===== src/rtl/keypad_matrix_emulator_pkg.sv =====
// Shared definitions for the 4x4 keypad matrix emulator.
// Provides matrix dimensions, the idle column pattern and the key position codes
// ({row_idx, col_idx}). It also holds the emulator state encoding, the chatter LFSR
// step function and a small constant helper.
package keypad_matrix_emulator_pkg;

  localparam int unsigned ROW_N  = 4;
  localparam int unsigned COL_N  = 4;
  localparam int unsigned KEY_W  = 4;
  localparam int unsigned LFSR_W = 8;

  localparam logic [COL_N-1:0] NO_KEY_COL = 4'b1111;

  // Key position codes {row_idx[1:0], col_idx[1:0]}.
  localparam logic [KEY_W-1:0] KEY_1    = 4'h0;
  localparam logic [KEY_W-1:0] KEY_A    = 4'h3;
  localparam logic [KEY_W-1:0] KEY_5    = 4'h5;
  localparam logic [KEY_W-1:0] KEY_9    = 4'hA;
  localparam logic [KEY_W-1:0] KEY_0    = 4'hD;
  localparam logic [KEY_W-1:0] KEY_HASH = 4'hE;

  // Galois taps for x^8+x^6+x^5+x^4+1 in right-shift form.
  localparam logic [LFSR_W-1:0] LFSR_TAPS = 8'hB8;

  typedef enum logic [2:0] {
    ST_IDLE  = 3'd0,
    ST_P_BNC = 3'd1,
    ST_HOLD  = 3'd2,
    ST_R_BNC = 3'd3,
    ST_GAP   = 3'd4
  } emu_state_e;

  // One Galois step; a non-zero state never maps to zero.
  function automatic logic [LFSR_W-1:0] lfsr8_step(input logic [LFSR_W-1:0] s);
    return {1'b0, s[LFSR_W-1:1]} ^ (s[0] ? LFSR_TAPS : '0);
  endfunction

  function automatic int unsigned max_u(input int unsigned a, input int unsigned b);
    return (a > b) ? a : b;
  endfunction

endpackage


===== src/rtl/keypad_lfsr8.sv =====
// 8-bit Galois LFSR that produces contact chatter.
// Ports: clk_i clock, rst_ni sync active-low reset (loads SEED), en_i advance enable,
//        state_o current state, next_o state after the next enabled edge.
module keypad_lfsr8
  import keypad_matrix_emulator_pkg::*;
#(
  parameter logic [LFSR_W-1:0] SEED = 8'hA5
) (
  input  logic              clk_i,
  input  logic              rst_ni,
  input  logic              en_i,
  output logic [LFSR_W-1:0] state_o,
  output logic [LFSR_W-1:0] next_o
);

  // An all-zero seed would lock the register, so it is replaced by 1.
  localparam logic [LFSR_W-1:0] SAFE_SEED = (SEED == '0) ? LFSR_W'(1) : SEED;

  logic [LFSR_W-1:0] lfsr_q;

  always_ff @(posedge clk_i) begin
    if (!rst_ni) begin
      lfsr_q <= SAFE_SEED;
    end else if (en_i) begin
      lfsr_q <= next_o;
    end
  end

  assign next_o  = lfsr8_step(lfsr_q);
  assign state_o = lfsr_q;

endmodule


===== src/rtl/keypad_matrix_emulator.sv =====
// 4x4 keypad matrix emulator: the responder side of a row-drive / column-sense scanner.
// It accepts key-press commands over valid/ready and closes the selected contact for the
// requested number of cycles. It pulls the matching active-low column low whenever the
// scanner drives that key's row low.
// Optional build macro KEYPAD_EMU_BOUNCE_EN adds LFSR-driven contact chatter on press and
// release. When the macro is absent, the sequence is IDLE->HOLD->GAP->IDLE with clean edges.
// Ports:
//   clk_i         clock
//   rst_ni        synchronous active-low reset
//   row_i         scanner row drive, active-low
//   col_o         column sense, active-low; combinational from row_i and registered state
//   cmd_valid_i   press command valid
//   cmd_ready_o   high only in IDLE, one cycle after done
//   cmd_key_i     {row_idx, col_idx}
//   cmd_hold_i    closed cycles (0 acts as 1)
//   contact_o     contact currently closed
//   busy_o        ~cmd_ready_o
//   done_o        one-cycle pulse on return to IDLE
module keypad_matrix_emulator
  import keypad_matrix_emulator_pkg::*;
#(
  parameter int unsigned       BOUNCE_CYCLES = 8,
  parameter int unsigned       GAP_CYCLES    = 4,
  parameter int unsigned       HOLD_W        = 16,
  parameter logic [LFSR_W-1:0] LFSR_SEED     = 8'hA5
) (
  input  logic              clk_i,
  input  logic              rst_ni,
  input  logic [ROW_N-1:0]  row_i,
  output logic [COL_N-1:0]  col_o,
  input  logic              cmd_valid_i,
  output logic              cmd_ready_o,
  input  logic [KEY_W-1:0]  cmd_key_i,
  input  logic [HOLD_W-1:0] cmd_hold_i,
  output logic              contact_o,
  output logic              busy_o,
  output logic              done_o
);

  localparam int unsigned CNT_W = max_u(HOLD_W,
                                        max_u($clog2(BOUNCE_CYCLES + 1),
                                              $clog2(GAP_CYCLES + 1)));
  localparam logic [CNT_W-1:0] GAP_LOAD = CNT_W'(GAP_CYCLES - 1);

  emu_state_e       state_q;
  logic [CNT_W-1:0] cnt_q;
  logic [KEY_W-1:0] key_q;
  logic             contact_q;
  logic             done_q;
  logic             ready_q;

  // Down-counter load for a hold phase: max(h,1)-1.
  function automatic logic [CNT_W-1:0] hold_to_cnt(input logic [HOLD_W-1:0] h);
    return (h == '0) ? '0 : CNT_W'(h) - CNT_W'(1);
  endfunction

`ifdef KEYPAD_EMU_BOUNCE_EN
  localparam logic [CNT_W-1:0] BNC_LOAD = CNT_W'(BOUNCE_CYCLES - 1);

  logic [HOLD_W-1:0] hold_q;
  logic [LFSR_W-1:0] lfsr_q;
  logic [LFSR_W-1:0] lfsr_d;

  // Chatter source runs in every non-IDLE cycle.
  keypad_lfsr8 #(
    .SEED (LFSR_SEED)
  ) u_lfsr (
    .clk_i   (clk_i),
    .rst_ni  (rst_ni),
    .en_i    (state_q != ST_IDLE),
    .state_o (lfsr_q),
    .next_o  (lfsr_d)
  );
`else
  logic [LFSR_W-1:0] unused_seed;
  assign unused_seed = LFSR_SEED;
`endif

  // Press sequencer. During bounce, contact follows bit 0 of the LFSR value present in that
  // same cycle, so each edge loads the bit of the post-step LFSR.
  always_ff @(posedge clk_i) begin
    if (!rst_ni) begin
      state_q   <= ST_IDLE;
      cnt_q     <= '0;
      key_q     <= '0;
      contact_q <= 1'b0;
      done_q    <= 1'b0;
      ready_q   <= 1'b1;
`ifdef KEYPAD_EMU_BOUNCE_EN
      hold_q    <= '0;
`endif
    end else begin
      done_q <= 1'b0;
      case (state_q)
        ST_IDLE: begin
          // Ready rises one cycle after the done pulse.
          ready_q <= 1'b1;
          if (cmd_valid_i && ready_q) begin
            ready_q <= 1'b0;
            key_q   <= cmd_key_i;
`ifdef KEYPAD_EMU_BOUNCE_EN
            hold_q    <= cmd_hold_i;
            state_q   <= ST_P_BNC;
            cnt_q     <= BNC_LOAD;
            contact_q <= lfsr_q[0];
`else
            state_q   <= ST_HOLD;
            cnt_q     <= hold_to_cnt(cmd_hold_i);
            contact_q <= 1'b1;
`endif
          end
        end
`ifdef KEYPAD_EMU_BOUNCE_EN
        ST_P_BNC: begin
          if (cnt_q == '0) begin
            state_q   <= ST_HOLD;
            cnt_q     <= hold_to_cnt(hold_q);
            contact_q <= 1'b1;
          end else begin
            cnt_q     <= cnt_q - CNT_W'(1);
            contact_q <= lfsr_d[0];
          end
        end
`endif
        ST_HOLD: begin
          if (cnt_q == '0) begin
`ifdef KEYPAD_EMU_BOUNCE_EN
            state_q   <= ST_R_BNC;
            cnt_q     <= BNC_LOAD;
            contact_q <= lfsr_d[0];
`else
            state_q   <= ST_GAP;
            cnt_q     <= GAP_LOAD;
            contact_q <= 1'b0;
`endif
          end else begin
            cnt_q <= cnt_q - CNT_W'(1);
          end
        end
`ifdef KEYPAD_EMU_BOUNCE_EN
        ST_R_BNC: begin
          if (cnt_q == '0) begin
            state_q   <= ST_GAP;
            cnt_q     <= GAP_LOAD;
            contact_q <= 1'b0;
          end else begin
            cnt_q     <= cnt_q - CNT_W'(1);
            contact_q <= lfsr_d[0];
          end
        end
`endif
        ST_GAP: begin
          if (cnt_q == '0) begin
            state_q <= ST_IDLE;
            done_q  <= 1'b1;
          end else begin
            cnt_q <= cnt_q - CNT_W'(1);
          end
        end
        default: begin
          state_q   <= ST_IDLE;
          contact_q <= 1'b0;
        end
      endcase
    end
  end

  // Zero-latency column sense; multiple low rows follow the same rule (no ghosting).
  always_comb begin
    col_o = NO_KEY_COL;
    if (contact_q && !row_i[key_q[3:2]]) begin
      col_o[key_q[1:0]] = 1'b0;
    end
  end

  assign cmd_ready_o = ready_q;
  assign busy_o      = ~ready_q;
  assign contact_o   = contact_q;
  assign done_o      = done_q;

endmodule

===== config.mk =====
export PLATFORM = sky130hd
export DESIGN_NAME = keypad_matrix_emulator
export DESIGN_NICKNAME = d
export VERILOG_FILES = /design/src/rtl/keypad_matrix_emulator_pkg.sv /design/src/rtl/keypad_lfsr8.sv /design/src/rtl/keypad_matrix_emulator.sv
export SDC_FILE = /design/constraint.sdc
export NUM_CORES = 1
export LEC_CHECK = 0
export ABC_CLOCK_PERIOD_IN_PS = 1920
export CAP_MARGIN = 10
export CORE_MARGIN = 2
export CORE_UTILIZATION = 24
export CTS_CLUSTER_SIZE = 12
export DETAILED_ROUTE_END_ITERATION = 7
export GPL_ROUTABILITY_DRIVEN = 0
export PLACE_DENSITY = 0.55
export SYNTH_ARGS = -nofsm -noshare
export SYNTH_HDL_FRONTEND = slang
export SYNTH_HIERARCHICAL = 1
export SYNTH_SLANG_ARGS = --single-unit

===== constraint.sdc =====
create_clock -name clk_i -period 1.92 [get_ports clk_i]
set_input_delay 0.192 -clock clk_i [delete_from_list [all_inputs] [get_ports clk_i]]
set_output_delay 0.192 -clock clk_i [all_outputs]
set_load 0.02 [all_outputs]

* Yosys cells after proc, flatten, opt, wreduce, memory -nomap -nowiden *
Cells that the tools add are included.

operators by class
  equality and inequality tests = 6
  magnitude comparators = 3
  bitwise operators = 3
  reductions and logical operators = 13
  muxes and demuxes = 19
  $add $sub $neg = 2

operator list
  operator                                                                      count
  16-bit two-way mux                                                            4
  16-bit one-hot mux with 3 select lines                                        1
  16-bit logical NOT                                                            2
  16-bit by 1-bit subtractor with 16-bit output, second input constant          2
  3-bit two-way mux                                                             3
  3-bit one-hot mux with 3 select lines                                         1
  3-bit AND reduction                                                           3
  2-bit != test, second input constant                                          4
  2-bit by 3-bit less-than comparator with 1-bit output, second input constant  2
  1-bit two-way mux                                                             6
  4-bit two-way mux                                                             1
  4-bit inverter                                                                1
  2-bit AND reduction                                                           2
  3-bit by 2-bit == test with 1-bit output, second input constant               1
  3-bit == test, second input constant                                          1
  1-bit logical AND                                                             3
  3-bit logical NOT                                                             1
  1-bit one-hot mux with 3 select lines                                         1
  3-bit nonzero test                                                            1
  1-bit binary-select mux with 2-bit select                                     1
  1-bit demux with 2-bit select                                                 1
  2-bit by 1-bit >= comparator with 1-bit output, second input constant         1
  1-bit inverter                                                                2
  1-bit logical NOT                                                             1

storage, ports and cells
  register bits after elaboration = 26

* Longest topological paths before layout *
  depth after elaboration = 6
  mapped depth = 9
  gate-level depth less buffers = 8

* Worst setup path after synthesis *
No wires, ideal clock.

  path type = register -> register
  start point = register state_q[2]
  end point = register cnt_q[1]
  buffers on the path = 0
  required time = 1,792 ps
  path slack = -29 ps
  stages on the path, launching flop included = 9
  period minus slack after synthesis = 1,949 ps
  arrival time = 1,821 ps
  cells stage by stage = dfxtp_1 -> inv_1 -> ha_1 -> a21boi_0 -> or2_2 -> a31oi_1 -> o21ai_0 -> o22ai_1 -> nor2_1

on the way
  cells in the longest elaborated chain, start to end = 3

ends and longest elaborated chain
  what                                                                  RTL line                       RTL
  start: declaration                                                    keypad_matrix_emulator.sv:45   emu_state_e state_q;
  start signal: assignment                                              keypad_matrix_emulator.sv:83   state_q <= ST_IDLE;
  start signal: assignment                                              keypad_matrix_emulator.sv:107  state_q <= ST_HOLD;
  start signal: assignment                                              keypad_matrix_emulator.sv:132  state_q <= ST_GAP;
  3-bit == test (tied with other cells)                                 keypad_matrix_emulator.sv:94   case (state_q)
  2-bit != test (no line) / 3-bit nonzero test (equally long branches)  -
  3-bit AND reduction (no line)                                         -
  end signal: assignment                                                keypad_matrix_emulator.sv:108  cnt_q <= hold_to_cnt(cmd_hold_i);
  end signal: assignment                                                keypad_matrix_emulator.sv:137  cnt_q <= cnt_q - CNT_W'(1);
  end signal: assignment                                                keypad_matrix_emulator.sv:157  cnt_q <= cnt_q - CNT_W'(1);
  end: declaration                                                      keypad_matrix_emulator.sv:46   logic [CNT_W-1:0] cnt_q;

Parallel ways exist; a longest one is shown, timed or not.
A chain may end at the register's enable or synchronous reset.

* Worst setup path in the final report *
  start point = register key_q[2]
  end point = output port col_o[0]

on the way
  cells in the longest elaborated chain, start to end = 5

ends and longest elaborated chain
  what                                       RTL line                       RTL
  start: declaration                         keypad_matrix_emulator.sv:47   logic [KEY_W-1:0] key_q;
  start signal: assignment                   keypad_matrix_emulator.sv:100  key_q <= cmd_key_i;
  1-bit binary-select mux with 2-bit select  keypad_matrix_emulator.sv:171  if (contact_q && !row_i[key_q[3:2]]) begin
  1-bit two-way mux (not written as such)    keypad_matrix_emulator.sv:171
  1-bit logical NOT                          keypad_matrix_emulator.sv:171
  1-bit logical AND                          keypad_matrix_emulator.sv:171
  4-bit two-way mux                          keypad_matrix_emulator.sv:171
  end: declaration                           keypad_matrix_emulator.sv:30   output logic [COL_N-1:0] col_o,

No other way between the ends. The select of a mux whose other input is x is not followed.

==> run_results.csv <==
group,metric,value,unit
grt,remaining_overflow_grt,0,
critical_path,cp.arrival,1720,ps
clock_network,cts-root-to-sink-buffers,2,
timing,slew_viol_final,0,
synth,asyncSetResetFlopFracSynth,0,
routing,drc,0,
grt,grt_first_pass_wirelength,10890,um
critical_path,path_delay_family,"multiplexers",
floorplanning,ios,35,
critical_path,crit_fanout,2,
job,drv.max_cap_violation_count,0,
power,p_per_area,660.9,nW/um2
floorplanning,floorplan.rows,32,
critical_path,setup.reg_to_reg.worst_slack,70,ps
min_path,holdPathEnd,"cnt_q[14]$_SDFFE_PN0P_",
layout,final_layout_size_suffix_gt1_frac,0.3838,
synth,post_synth.cell_area_avg,7.635,um2
layout,final_std_cell_area_no_fill,3282,um2
routing,average_vias_per_placed_instance,4.989,
clock_network,clk_latency,280,ps
synth,synthDistinctLibCells,54,
grt,first_global_vias,2294,
layout,final_net_count,406,
routing,drt_first_pass_iters,4,
critical_path,path_buf_inv,1,
clock_network,clock_sink_count,25,
layout,synthToLayoutAreaGrowth,68.57,%
timing,total_of_endpoints_with_negative_setup_slack_in_the_final_report,0,
synth,yosys.area.top_type,"sky130_fd_sc_hd__dfxtp_1",
synth,synth_ff_type,"sky130_fd_sc_hd__dfxtp_1",
timing,hold_fails_final_rpt,0,
place,placement.io_buffers,34,
critical_path,data_required_critical_path,1730,ps
routing,route.antenna.remaining_nets,0,
synth,synth-edff-count,0,
floorplanning,floorplan.die_area,8848,um2
routing,vias,2355,
place,place_hpwl,5148,um
critical_path,worstSetupEndpointType,"output port",
place,postPlaceCellArea,2924,um2
synth,yosysSeqAreaShare,0.2571,
layout,n_fill_cell,807,
synth,synthesis.area,1947,um2
clock_network,clock_tree_from_tritoncts,"built",
synth,post_synth_inst_count,255,
clock_network,cts_hold_buf,0,
layout,antenna_cells_inserted,0,
grt,global_router_s_overall_resource_usage,0.1531,
floorplanning,initial_core_util,0.2494,
timing,grt_setup_unrepaired,"true",
layout,utilization,0.4204,
min_path,min_delay_path_depth,5,
floorplanning,coreArea,7807,um2
min_path,class_of_the_tightest_hold_or_removal_check,"primary input to flip-flop",
critical_path,startpoint_type,"flip-flop",
power,ir_drop,0.2621,mV
clock_network,clkTransAtPathRegs,100,ps
synth,synth_top_cells_by_area,"sky130_fd_sc_hd__dfxtp_1, sky130_fd_sc_hd__o21ai_0, sky130_fd_sc_hd__nor2_1",
timing,max_slew.worst_pin.slew,586.3,ps
critical_path,r2r_end,"cnt_q[3]$_SDFFE_PN0P_",
synth,yosys.area.top_type_share,0.2571,
clock_network,numCtsBuffers,3,
critical_path,crit_path_top_delay_cell,"sky130_fd_sc_hd__mux4_2",
critical_path,setup.worst_path.class,"flip-flop to output port",
floorplanning,die_w,94.07,um
status,outcome,"completed",
routing,totalWireLength,6757,um
timing,finalClockSkew,4.498,ps
timing,timing.max_slew.rel_slack,0.6087,
critical_path,worst_r2r_path_depth,8,
synth,ys.warnings.count,6,
routing,drt_iter0_markers,210,
clock_network,cts_root_buf,"sky130_fd_sc_hd__clkbuf_8",
floorplanning,die_h,94.07,um
clock_network,cts_max_level,1,
timing,finalCriticalPeriod,1914,ps
power,p_leak,1.403,nW
synth,syn-num-nets,290,
grt,grt_start_max_net_pins,16,
timing,achievable-frequency,522.4,MHz
timing,finalCritPeriodShare,0.9970,
min_path,hold_path.startpoint,"cmd_hold_i[14]",
critical_path,slowest_delay,490,ps
critical_path,timing.critical_path.cells,"mux4_2 -> nand2b_4 -> or3_4 -> buf_6",
timing,setup_total_negative_slack,0,ps
routing,average_detailed_routed_wire_length_per_instance,14.32,um
synth,ys_seq_elements,25,
grt,antenna_found_initial,0,
critical_path,r2r-start,"cnt_q[11]$_SDFFE_PN0P_",
## sequential cells by signal, indices dropped and copies added (netlist names)
register	cells
key_q	4
contact_o	1
cmd_ready_o	1
state_q	2
done_o	1
cnt_q	16
## worst register-to-register path, stage by stage (launching register included)
cell	delay, ps
sky130_fd_sc_hd__dfxtp_2	350
sky130_fd_sc_hd__nor4_4	260
sky130_fd_sc_hd__buf_4	180
sky130_fd_sc_hd__nand4b_4	200
sky130_fd_sc_hd__o21ai_4	270
sky130_fd_sc_hd__buf_8	180
sky130_fd_sc_hd__a21oi_1	50
sky130_fd_sc_hd__nand2b_1	160
sky130_fd_sc_hd__a21oi_2	130
## metrics by stage
| stage | instances | hold WS, ps | total power, mW | setup WS, ps |
|---|---|---|---|---|
| after floorplan | 255 | 335.9 | 1.150 | 25.31 |
| after global placement | 457 | 501.0 | 1.630 | -396.0 |
| after detailed placement | 457 | 507.9 | 1.640 | -448.8 |
| after CTS | 466 | 505.4 | 2.016 | -4.585 |
| after global routing | 472 | 477.1 | 2.295 | -55.90 |
| final | 472 | 443.4 | 2.169 | 5.782 |
## cell families after synthesis
family,after synthesis,synth area share
AO/OA/AOI/OAI,73,0.2339
XOR/XNOR,12,0.05398
adder cells (fa/ha/maj),8,0.05142
buffers and inverters,16,0.03663
flip-flops,25,0.2571
multiplexers,5,0.03213
AND/OR/NAND/NOR,116,0.3348
## repair_timing
item,in CTS,in global routing
gates cloned,0,0
pin swaps,6,20
buffers inserted,5,6
gates resized for setup,33,62
endpoints found under the setup margin,19,21
hold endpoints to repair,0,0
## routing by layer
| metal | track usage | part of all wire | vias up |
|---|---|---|---|
| li1 | - | - | 1175 |
| met1 | 0.2067 | 0.47 | 1123 |
| met2 | 0.2524 | 0.49 | 49 |
| met3 | 0.02648 | 0.034 | 8 |
| met4 | 0.03865 | 0.014 | 0 |
| met5 | 0 | 0 | - |
## cells in the mapped netlist (4+ instances only)
cell type and instances:
sky130_fd_sc_hd__nor2_1 29, sky130_fd_sc_hd__dfxtp_1 25, sky130_fd_sc_hd__o21ai_0 22, sky130_fd_sc_hd__a21oi_1 20, sky130_fd_sc_hd__nand2_1 19, sky130_fd_sc_hd__nor3_1 16
sky130_fd_sc_hd__inv_1 11, sky130_fd_sc_hd__nand3_1 9, sky130_fd_sc_hd__ha_1 8, sky130_fd_sc_hd__xnor2_1 8, sky130_fd_sc_hd__nor4_1 6, sky130_fd_sc_hd__or3_1 6
sky130_fd_sc_hd__a22oi_1 4, sky130_fd_sc_hd__a31oi_1 4, sky130_fd_sc_hd__mux2i_1 4, sky130_fd_sc_hd__nand2b_1 4, sky130_fd_sc_hd__nand4_1 4, sky130_fd_sc_hd__o22ai_1 4
sky130_fd_sc_hd__xor2_1 4
## placed cells by master, fill, tap and decap left out, types with 3 or more instances in the layout
| cell | instances |
|---|---|
| sky130_fd_sc_hd__a21oi_1 | 18 |
| sky130_fd_sc_hd__dfxtp_2 | 3 |
| sky130_fd_sc_hd__dfxtp_1 | 22 |
| sky130_fd_sc_hd__nor3_1 | 12 |
| sky130_fd_sc_hd__xor2_1 | 4 |
| sky130_fd_sc_hd__dlygate4sd2_1 | 5 |
| sky130_fd_sc_hd__nor2_1 | 25 |
| sky130_fd_sc_hd__or3_1 | 5 |
| sky130_fd_sc_hd__o211ai_1 | 3 |
| sky130_fd_sc_hd__clkdlybuf4s50_1 | 19 |
| sky130_fd_sc_hd__nor2_2 | 5 |
| sky130_fd_sc_hd__nor4_4 | 4 |
| sky130_fd_sc_hd__buf_6 | 9 |
| sky130_fd_sc_hd__nand2_1 | 17 |
| sky130_fd_sc_hd__nor4_2 | 3 |
| sky130_fd_sc_hd__nor3_2 | 4 |
| sky130_fd_sc_hd__nand3_1 | 9 |
| sky130_fd_sc_hd__or4_4 | 3 |
| sky130_fd_sc_hd__ha_1 | 5 |
| sky130_fd_sc_hd__a21oi_2 | 3 |
| sky130_fd_sc_hd__o21ai_0 | 14 |
| sky130_fd_sc_hd__clkbuf_8 | 3 |
| sky130_fd_sc_hd__inv_1 | 9 |
| sky130_fd_sc_hd__buf_4 | 76 |
| sky130_fd_sc_hd__a31oi_1 | 3 |
| sky130_fd_sc_hd__dlymetal6s2s_1 | 5 |
| sky130_fd_sc_hd__a22oi_1 | 3 |
| sky130_fd_sc_hd__nand4_1 | 4 |
| sky130_fd_sc_hd__xnor2_1 | 8 |
| sky130_fd_sc_hd__mux2i_1 | 4 |
| sky130_fd_sc_hd__o21ai_1 | 8 |
## cell type report
| class | instances | area (um2) | area share |
|---|---|---|---|
| flip-flops and latches | 25 | 504.2 | 0.1536 |
| multi-input cells | 214 | 1570 | 0.4785 |
| well taps | 102 | 127.6 | 0.03889 |
| clock buffers | 4 | 45.04 | 0.01372 |
| inverters | 11 | 41.29 | 0.01258 |
| repair buffers | 116 | 993.5 | 0.3027 |
## how the worst max path moves through the flow
stage	start	end	slack, ps	cells past startpoint
after global placement	cmd_hold_i[7]	cnt_q[5]$_SDFFE_PN0P_	-400	7
after detailed placement	cmd_hold_i[7]	cnt_q[5]$_SDFFE_PN0P_	-450	7
after CTS	key_q[2]$_SDFFE_PN0P_	col_o[0]	-5	4
final	key_q[2]$_SDFFE_PN0P_	col_o[0]	6	4
after global routing	key_q[2]$_SDFFE_PN0P_	col_o[0]	-60	4
after floorplan	cnt_q[5]$_SDFFE_PN0P_	cnt_q[12]$_SDFFE_PN0P_	30	7
## power breakdown
group | internal [mW] | switching [mW] | leakage, nW
combinational | 0.587 | 0.605 | 1.17
sequential | 0.579 | 0.0636 | 0.207
clock | 0.149 | 0.186 | 0.0228
Note: power is estimated with default switching activity, not from simulation.
